--- src/rtl/control_sequencer.sv ---
// Hardwired Moore control unit: fetch (T0-T2) and per-opcode execute (T3-T7).
// Define CTRL_MEM_WAIT_EN to stall T1, ld T6 and st T7 until mem_ready is seen.
module control_sequencer #(
  parameter int ALU_OP_W = 4
) (
  input  logic                clock,
  input  logic                clear,
  input  logic                start,
  input  logic [31:0]         IR,
  input  logic                CON_FF,
  input  logic                mem_ready,
  output logic                Gra,
  output logic                Grb,
  output logic                Grc,
  output logic                Rin,
  output logic                Rout,
  output logic                BAout,
  output logic                Cout,
  output logic                PCout,
  output logic                PCin,
  output logic                IncPC,
  output logic                MARin,
  output logic                MDRin,
  output logic                MDRout,
  output logic                Read,
  output logic                Write,
  output logic                IRin,
  output logic                Yin,
  output logic                Zin,
  output logic                ZLowout,
  output logic                CONin,
  output logic [ALU_OP_W-1:0] alu_op,
  output logic                Run,
  output logic                illegal
);

  typedef enum logic [3:0] {
    S_IDLE, S_T0, S_T1, S_T2, S_T3, S_T4, S_T5, S_T6, S_T7, S_HALT
  } state_t;

  state_t r_state;
  state_t w_next_state;

  logic [4:0] w_opcode;
  logic       w_is_rtype, w_is_itype, w_is_alu, w_is_ldi, w_is_ld, w_is_st;
  logic       w_is_br, w_is_nop, w_is_halt, w_is_addr;
  logic [1:0] w_alu_sel;
  logic       w_mem_go;

  assign w_opcode   = IR[31:27];
  assign w_is_rtype = (w_opcode >= 5'b00011) && (w_opcode <= 5'b00110);
  assign w_is_itype = (w_opcode >= 5'b01100) && (w_opcode <= 5'b01110);
  assign w_is_alu   = w_is_rtype || w_is_itype;
  assign w_is_ldi   = (w_opcode == 5'b00001);
  assign w_is_ld    = (w_opcode == 5'b00000);
  assign w_is_st    = (w_opcode == 5'b00010);
  assign w_is_br    = (w_opcode == 5'b10010);
  assign w_is_nop   = (w_opcode == 5'b11010);
  assign w_is_halt  = (w_opcode == 5'b11011);
  // ldi, ld and st all form an effective address from base register + constant
  assign w_is_addr  = w_is_ldi || w_is_ld || w_is_st;

`ifdef CTRL_MEM_WAIT_EN
  logic w_unused;
  assign w_mem_go = mem_ready;
  assign w_unused = ^IR[26:0];
`else
  logic w_unused;
  assign w_mem_go = 1'b1;
  assign w_unused = ^{IR[26:0], mem_ready};
`endif

  always_comb begin
    w_alu_sel = 2'd0;
    case (w_opcode)
      5'b00100:           w_alu_sel = 2'd1;
      5'b00101, 5'b01101: w_alu_sel = 2'd2;
      5'b00110, 5'b01110: w_alu_sel = 2'd3;
      default:            w_alu_sel = 2'd0;
    endcase
  end

  always_ff @(posedge clock) begin
    if (clear) begin
      r_state <= S_IDLE;
    end else begin
      r_state <= w_next_state;
    end
  end

  always_comb begin
    w_next_state = r_state;
    case (r_state)
      S_IDLE: w_next_state = start ? S_T0 : S_IDLE;
      S_T0:   w_next_state = S_T1;
      S_T1:   w_next_state = w_mem_go ? S_T2 : S_T1;
      S_T2:   w_next_state = S_T3;
      S_T3: begin
        if (w_is_halt)                          w_next_state = S_HALT;
        else if (w_is_alu || w_is_addr || w_is_br) w_next_state = S_T4;
        else                                    w_next_state = S_T0;
      end
      S_T4:   w_next_state = S_T5;
      S_T5:   w_next_state = (w_is_ld || w_is_st || w_is_br) ? S_T6 : S_T0;
      S_T6: begin
        if (w_is_ld)      w_next_state = w_mem_go ? S_T7 : S_T6;
        else if (w_is_st) w_next_state = S_T7;
        else              w_next_state = S_T0;
      end
      S_T7:   w_next_state = (w_is_st && !w_mem_go) ? S_T7 : S_T0;
      S_HALT: w_next_state = S_HALT;
      default: w_next_state = S_IDLE;
    endcase
  end

  always_comb begin
    Gra = 1'b0; Grb = 1'b0; Grc = 1'b0; Rin = 1'b0; Rout = 1'b0; BAout = 1'b0;
    Cout = 1'b0; PCout = 1'b0; PCin = 1'b0; IncPC = 1'b0; MARin = 1'b0;
    MDRin = 1'b0; MDRout = 1'b0; Read = 1'b0; Write = 1'b0; IRin = 1'b0;
    Yin = 1'b0; Zin = 1'b0; ZLowout = 1'b0; CONin = 1'b0; illegal = 1'b0;
    alu_op = '0;
    Run = (r_state != S_IDLE) && (r_state != S_HALT);
    case (r_state)
      S_T0: begin PCout = 1'b1; MARin = 1'b1; IncPC = 1'b1; Zin = 1'b1; end
      S_T1: begin ZLowout = 1'b1; PCin = 1'b1; Read = 1'b1; MDRin = 1'b1; end
      S_T2: begin MDRout = 1'b1; IRin = 1'b1; end
      S_T3: begin
        if (w_is_alu) begin
          Grb = 1'b1; Rout = 1'b1; Yin = 1'b1;
        end else if (w_is_addr) begin
          Grb = 1'b1; BAout = 1'b1; Yin = 1'b1;
        end else if (w_is_br) begin
          Gra = 1'b1; Rout = 1'b1; CONin = 1'b1;
        end else if (!w_is_nop && !w_is_halt) begin
          illegal = 1'b1;
        end
      end
      S_T4: begin
        if (w_is_rtype) begin
          Grc = 1'b1; Rout = 1'b1; Zin = 1'b1; alu_op = ALU_OP_W'(w_alu_sel);
        end else if (w_is_itype) begin
          Cout = 1'b1; Zin = 1'b1; alu_op = ALU_OP_W'(w_alu_sel);
        end else if (w_is_addr) begin
          Cout = 1'b1; Zin = 1'b1;
        end else if (w_is_br) begin
          PCout = 1'b1; Yin = 1'b1;
        end
      end
      S_T5: begin
        if (w_is_alu || w_is_ldi) begin
          ZLowout = 1'b1; Gra = 1'b1; Rin = 1'b1;
        end else if (w_is_ld || w_is_st) begin
          ZLowout = 1'b1; MARin = 1'b1;
        end else if (w_is_br) begin
          Cout = 1'b1; Zin = 1'b1;
        end
      end
      S_T6: begin
        if (w_is_ld) begin
          Read = 1'b1; MDRin = 1'b1;
        end else if (w_is_st) begin
          Gra = 1'b1; Rout = 1'b1; MDRin = 1'b1;
        end else if (w_is_br && CON_FF) begin
          ZLowout = 1'b1; PCin = 1'b1;
        end
      end
      S_T7: begin
        if (w_is_ld) begin
          MDRout = 1'b1; Gra = 1'b1; Rin = 1'b1;
        end else if (w_is_st) begin
          Write = 1'b1;
        end
      end
      default: ;
    endcase
  end

  // Only one source may drive the shared bus in any state
  always_ff @(posedge clock) begin
    if (!clear) begin
      assert ($countones({Rout, BAout, Cout, PCout, MDRout, ZLowout}) <= 1);
    end
  end

endmodule

--- config.mk ---
export PLATFORM = sky130hd
export DESIGN_NAME = control_sequencer
export DESIGN_NICKNAME = d
export VERILOG_FILES = /design/src/rtl/control_sequencer.sv
export SDC_FILE = /design/constraint.sdc
export NUM_CORES = 1
export LEC_CHECK = 0
export CORE_MARGIN = 4
export CORE_UTILIZATION = 25
export CTS_CLUSTER_SIZE = 30
export DETAILED_ROUTE_END_ITERATION = 6
export GPL_ROUTABILITY_DRIVEN = 0
export GPL_TIMING_DRIVEN = 0
export HOLD_SLACK_MARGIN = 0.12
export SLEW_MARGIN = 20
export SYNTH_ARGS = -nofsm -noshare
export SYNTH_HDL_FRONTEND = slang
export SYNTH_SLANG_ARGS = --single-unit
export TNS_END_PERCENT = 5
--- constraint.sdc ---
create_clock -name clock -period 2.48 [get_ports clock]
set_input_delay 0.496 -clock clock [delete_from_list [all_inputs] [get_ports clock]]
set_output_delay 0.496 -clock clock [all_outputs]
set_load 0.01 [all_outputs]
# Word level (Yosys, flattened, before mapping)
# Cells that the tools add are included.
dict set report classes {
  n_lt_le_gt_ge 4
  n_reduce_logical 20
  eq_ne 20
  n_mux 62
}
# op count
set ops {}
lappend ops {{4-bit one-hot mux with 10 select lines} 1}
lappend ops {{1-bit two-way mux} 39}
lappend ops {{1-bit one-hot mux with 2 select lines} 9}
lappend ops {{4-bit by 3-bit == test with 1-bit output, second input constant} 4}
lappend ops {{5-bit by 3-bit == test with 1-bit output, second input constant} 3}
lappend ops {{5-bit == test, second input constant} 3}
lappend ops {{4-bit two-way mux} 3}
lappend ops {{5-bit by 4-bit == test with 1-bit output, second input constant} 2}
lappend ops {{1-bit one-hot mux with 3 select lines} 3}
lappend ops {{4-bit by 2-bit == test with 1-bit output, second input constant} 2}
lappend ops {{4-bit == test, second input constant} 2}
lappend ops {{1-bit logical OR} 8}
lappend ops {{2-bit two-way mux} 3}
lappend ops {{3-bit two-way mux} 2}
lappend ops {{2-bit one-hot mux with 3 select lines} 1}
lappend ops {{5-bit by 1-bit == test with 1-bit output, second input constant} 1}
lappend ops {{5-bit by 2-bit == test with 1-bit output, second input constant} 1}
lappend ops {{5-bit by 2-bit greater-or-equal comparator with 1-bit output, second input constant} 1}
lappend ops {{5-bit by 4-bit greater-or-equal comparator with 1-bit output, second input constant} 1}
lappend ops {{5-bit by 3-bit less-or-equal comparator with 1-bit output, second input constant} 1}
lappend ops {{5-bit by 4-bit less-or-equal comparator with 1-bit output, second input constant} 1}
lappend ops {{1-bit logical AND} 5}
lappend ops {{5-bit zero test} 1}
lappend ops {{4-bit by 1-bit == test with 1-bit output, second input constant} 1}
lappend ops {{other kinds (6)} 8}
dict set report totals {
  input_bits 37
  regBits 4
  elab_cells 107
  out_inout_bits 26
}

# Depth between registers and ports, before layout
dict set report logic_depth {
  ltp_word 8
  ltp_mapped 5
}

# Worst setup path after synthesis
# No wires, ideal clock.
dict set report synth_path {
  path_type {input to output}
  from {input port IR[27]}
  to {output port Gra}
  setup_slack_ns 0.394
  stages 4
  arrival_time_ns 1.590
  t_required_ns 1.984
  n_path_buf 1
  path_cell_list {buf_6 -> and3_1 -> o41ai_1 -> o21bai_1}
}
dict set report synth_between {
  elab_chain_cells 6
}
# item line_no
set synth_lines {}
lappend synth_lines {{from (decl)} 9} ;# input logic [31:0] IR,
lappend synth_lines {{5-bit by 2-bit greater-or-equal comparator with 1-bit output, or another cell as far along} 51} ;# assign w_is_rtype = (w_opcode >= 5'b00011) && (w_opcode <= 5'b00110);
lappend synth_lines {{1-bit logical AND, or another cell as far along} 51}
lappend synth_lines {{1-bit logical OR (on tied branches)} {53, 61}}
lappend synth_lines {{1-bit logical OR / 1-bit two-way mux (equally long branches)} {150, 130}}
lappend synth_lines {{1-bit two-way mux (on tied branches)} {150, 128}}
lappend synth_lines {{1-bit one-hot mux with 4 select lines *} 123} ;# case (r_state)
lappend synth_lines {{to (decl)} 12} ;# output logic Gra,
# Every way passes the cells marked *; elsewhere a longest branch is shown, timed or not.

# Worst setup path after layout
dict set report layout_path {
  from {input port IR[29]}
  to {output port Rout}
}
dict set report layout_between {
  elab_chain_cells 6
}
# item line_no
set layout_lines {}
lappend layout_lines {{branches (longest 5 deep; another with 5-bit by 2-bit greater-or-equal comparator with 1-bit output)} --}
lappend layout_lines {{1-bit one-hot mux with 3 select lines *} 123}
lappend layout_lines {{to (decl)} 16} ;# output logic Rout,
# Mark *: on every way between the ends.

==> impl_metrics.json <==
{
  "routed_wl_mm": 2.61,
  "biggestRegsByFlops": "r_state x4",
  "synth_area_leader_cell": "dfxtp_1",
  "grt_pass1_vias": 943,
  "drv_slew": 0,
  "reg2reg_slack_ps": 1110,
  "finalCritPeriodShare_pct": 110,
  "setup.worst_path.end_class": "output pin",
  "antenna_cells": 0,
  "required_ps": 1980,
  "layout.cells.non_filler": 183,
  "start_util_pct": 27.1,
  "async_flop_share_pct": 0,
  "hold_violations": 0,
  "cts-htree-levels": 1,
  "area_growth_pct": 56.1,
  "synthAdderAreaFrac_pct": 0,
  "grt_max_degree": 11,
  "synth-seq-area-share_pct": 10.3,
  "path_clk_slew_ps": 30,
  "worst_slack_ps": -244,
  "largest_reg_flops": 4,
  "placedCellCount": 178,
  "violations": "negative setup slack",
  "synth_enable_flop_cells": 0,
  "r2r-end": "r_state[2]",
  "synthCells": 116,
  "cp_max_fo": 10,
  "netlist_area_um2": 774,
  "top_register": "r_state",
  "die_w_um": 63.7,
  "dieHeight_um": 63.7,
  "setup_viol": 9,
  "tns_ps": -1140,
  "power.total_uw": 312,
  "grt_pass1_wl_mm": 4.50,
  "min_path_cells": 2,
  "ys_ff_latch": 4,
  "cp.arrival_ps": 2230,
  "leakage_uw": 0.000523,
  "skew_ps": 2.79,
  "synth.top_cell.area_share_pct": 10.3,
  "path_buf_inv": 3,
  "num_rows": 19,
  "synth_area_leaders": "dfxtp_1 (10%), nor2_1 (7.3%), nand2b_1 (4.8%), a21oi_1 (3.9%), nor3_2 (3.9%)",
  "peakVddDrop_mv": 0.116,
  "synth-simple-area-share_pct": 45.9,
  "synth_top_family_by_area": "simple AND/OR/NAND/NOR gates",
  "whs_ps": 640,
  "synthXorXnorAreaFrac_pct": 4.52,
  "synth.distinct_cells": 45,
  "synth_compound_area_share_pct": 26.7,
  "period_needed_ps": 2720,
  "firstDrtPassIters": 4,
  "post_drt_wl_per_cell_um": 14.3,
  "io_pins": 63,
  "rr_startpoint": "r_state[2]",
  "via_per_inst": 5.36,
  "synth_top_flop_cell": "dfxtp_1",
  "drc": 0,
  "critPathMaxStageDelay_ps": 480,
  "path_depth": 7,
  "vias": 980,
  "hold_buffers": 0,
  "status": "complete, but fails checks",
  "numPortBuffers": 30,
  "hp-class": "reg -> reg",
  "synthTopCellsByCount": "nor2_1 (15), nand2_1 (8), a21oi_1 (6), nand2b_1 (6), o21ai_0 (6)",
  "drt-initial-drc-count": 68,
  "drive_above_1_share_pct": 25.0,
  "synthMuxAreaShare_pct": 1.45,
  "yosysMostFrequentCell": "nor2_1",
  "rsz0062_at_grt": "yes",
  "cpMaxStageDelayCell": "clkdlybuf4s50_1",
  "clk_latency_ps": 230,
  "die_area_um2": 4050,
  "yosysWarnings": 0,
  "core_area_um2": 2850,
  "track_usage_pct": 13.4,
  "crit_type": "in -> out",
  "cts_tree": "built",
  "antenna_found_initial": 0,
  "fmax_mhz": 367,
  "holdPathEnd": "r_state[1]",
  "powerDensity_nw_per_um2": 258,
  "ant_nets": 0,
  "numCtsBuffers": 3,
  "path_cells": "dlygate4sd2_1, buf_4, nor2_1, a31oi_1, o22ai_1, a221o_1, clkdlybuf4s50_1",
  "startpoint_type": "input port",
  "clk_path_buf_depth": 2,
  "reg2regPathDepth": 4,
  "dp_hpwl_mm": 2.01,
  "maxCapViolCount": 0,
  "clock-sinks": 4,
  "hp-start": "r_state[0]",
  "grt_overflow": 0,
  "final_net_count": 191,
  "syn_avg_cell_area_um2": 6.68,
  "crit_family": "buffers and inverters",
  "root_buffer": "clkbuf_4"
}
-- layer usage --
layer | wire, um | GRT usage, % | vias up
met5 | 0 | 0 | -
met4 | 0 | 2.43 | 0
met3 | 168 | 2.49 | 0
met2 | 1210 | 20.3 | 32
met1 | 1240 | 19.5 | 457
li1 | - | - | 491
-- how the worst max path moves through the flow --
| stage | from | endpoint | slack [ps] |
|---|---|---|---|
| floorplan | IR[27] | Gra | 390 |
| detailed placement | IR[29] | Yin | -640 |
| CTS | IR[28] | Rout | -260 |
| global route | IR[29] | Rout | -320 |
| global placement | IR[29] | Yin | -610 |
| finish | IR[29] | Rout | -240 |
-- layout make-up --
class	instances	area, um^2
Fill cell	297	1640
Sequential cell	4	81.3
Clock buffer	3	22.5
Multi-Input combinational cell	98	672
Buffer	11	75.1
Timing Repair Buffer	32	304
Inverter	4	15.0
Tap cell	31	38.8
-- worst min-delay path, stage by stage (launching register included) --
cell,delay [ps]
dfxtp_2,340
nand2b_1,150
a211oi_1,90
-- where the power goes --
| group | leakage, uW | internal, uW | switching, uW | total (uW) |
|---|---|---|---|---|
| Combinational | 0.000476 | 74.4 | 85.9 | 160 |
| Sequential | 0.0000330 | 68.8 | 5.69 | 74.5 |
| Clock | 0.0000138 | 53.9 | 22.8 | 76.7 |
| Total | 0.000523 | 197 | 114 | 312 |
-- cells in the final DEF, fill, tap and decap left out, types with 2 or more instances in the layout --
master | synthesis | final
nor2_1 | 15 | 14
clkdlybuf4s50_1 | 0 | 13
nand2_1 | 8 | 8
dlygate4sd2_1 | 0 | 7
nand2b_1 | 6 | 6
buf_4 | 2 | 6
o21ai_0 | 6 | 6
a21oi_1 | 6 | 6
clkbuf_2 | 0 | 5
nor3_1 | 4 | 4
inv_1 | 4 | 4
clkdlybuf4s15_2 | 0 | 4
and3_1 | 3 | 3
nor2b_1 | 4 | 3
a31oi_1 | 3 | 3
o22ai_1 | 3 | 3
clkbuf_4 | 0 | 3
dlymetal6s2s_1 | 0 | 3
dfxtp_1 | 4 | 3
buf_6 | 2 | 2
nor3_2 | 3 | 2
or4_4 | 0 | 2
o21bai_1 | 2 | 2
nand3_1 | 2 | 2
nand3b_1 | 2 | 2
a211oi_1 | 2 | 2
xor2_1 | 2 | 2
conb_1 | 1 | 2
-- per-stage QoR --
step,util [%],instance area (um^2),setup WS (ps)
final,42.4,1210,-244
after global routing,42.4,1210,-318
after CTS,42.3,1210,-261
after detailed placement,39.2,1120,-643
after global placement,39.2,1120,-609
after floorplan,-,778,394
-- what timing repair did --
action,4_1_cts,5_1_grt
gates resized for setup,35,17
setup endpoints to repair,21,21
setup buffers,2,0
pin swaps,2,0
endpoints found under the hold margin,0,0
-- cell families after synthesis --
kind of cell	Yosys count
and+or+nand+nor	60
buffers and inverters	15
muxes	1
other	1
AOI/OAI and AO/OA	31
DFF	4
xor gates and xnor gates	4
Power figures use the tool's default switching activity.
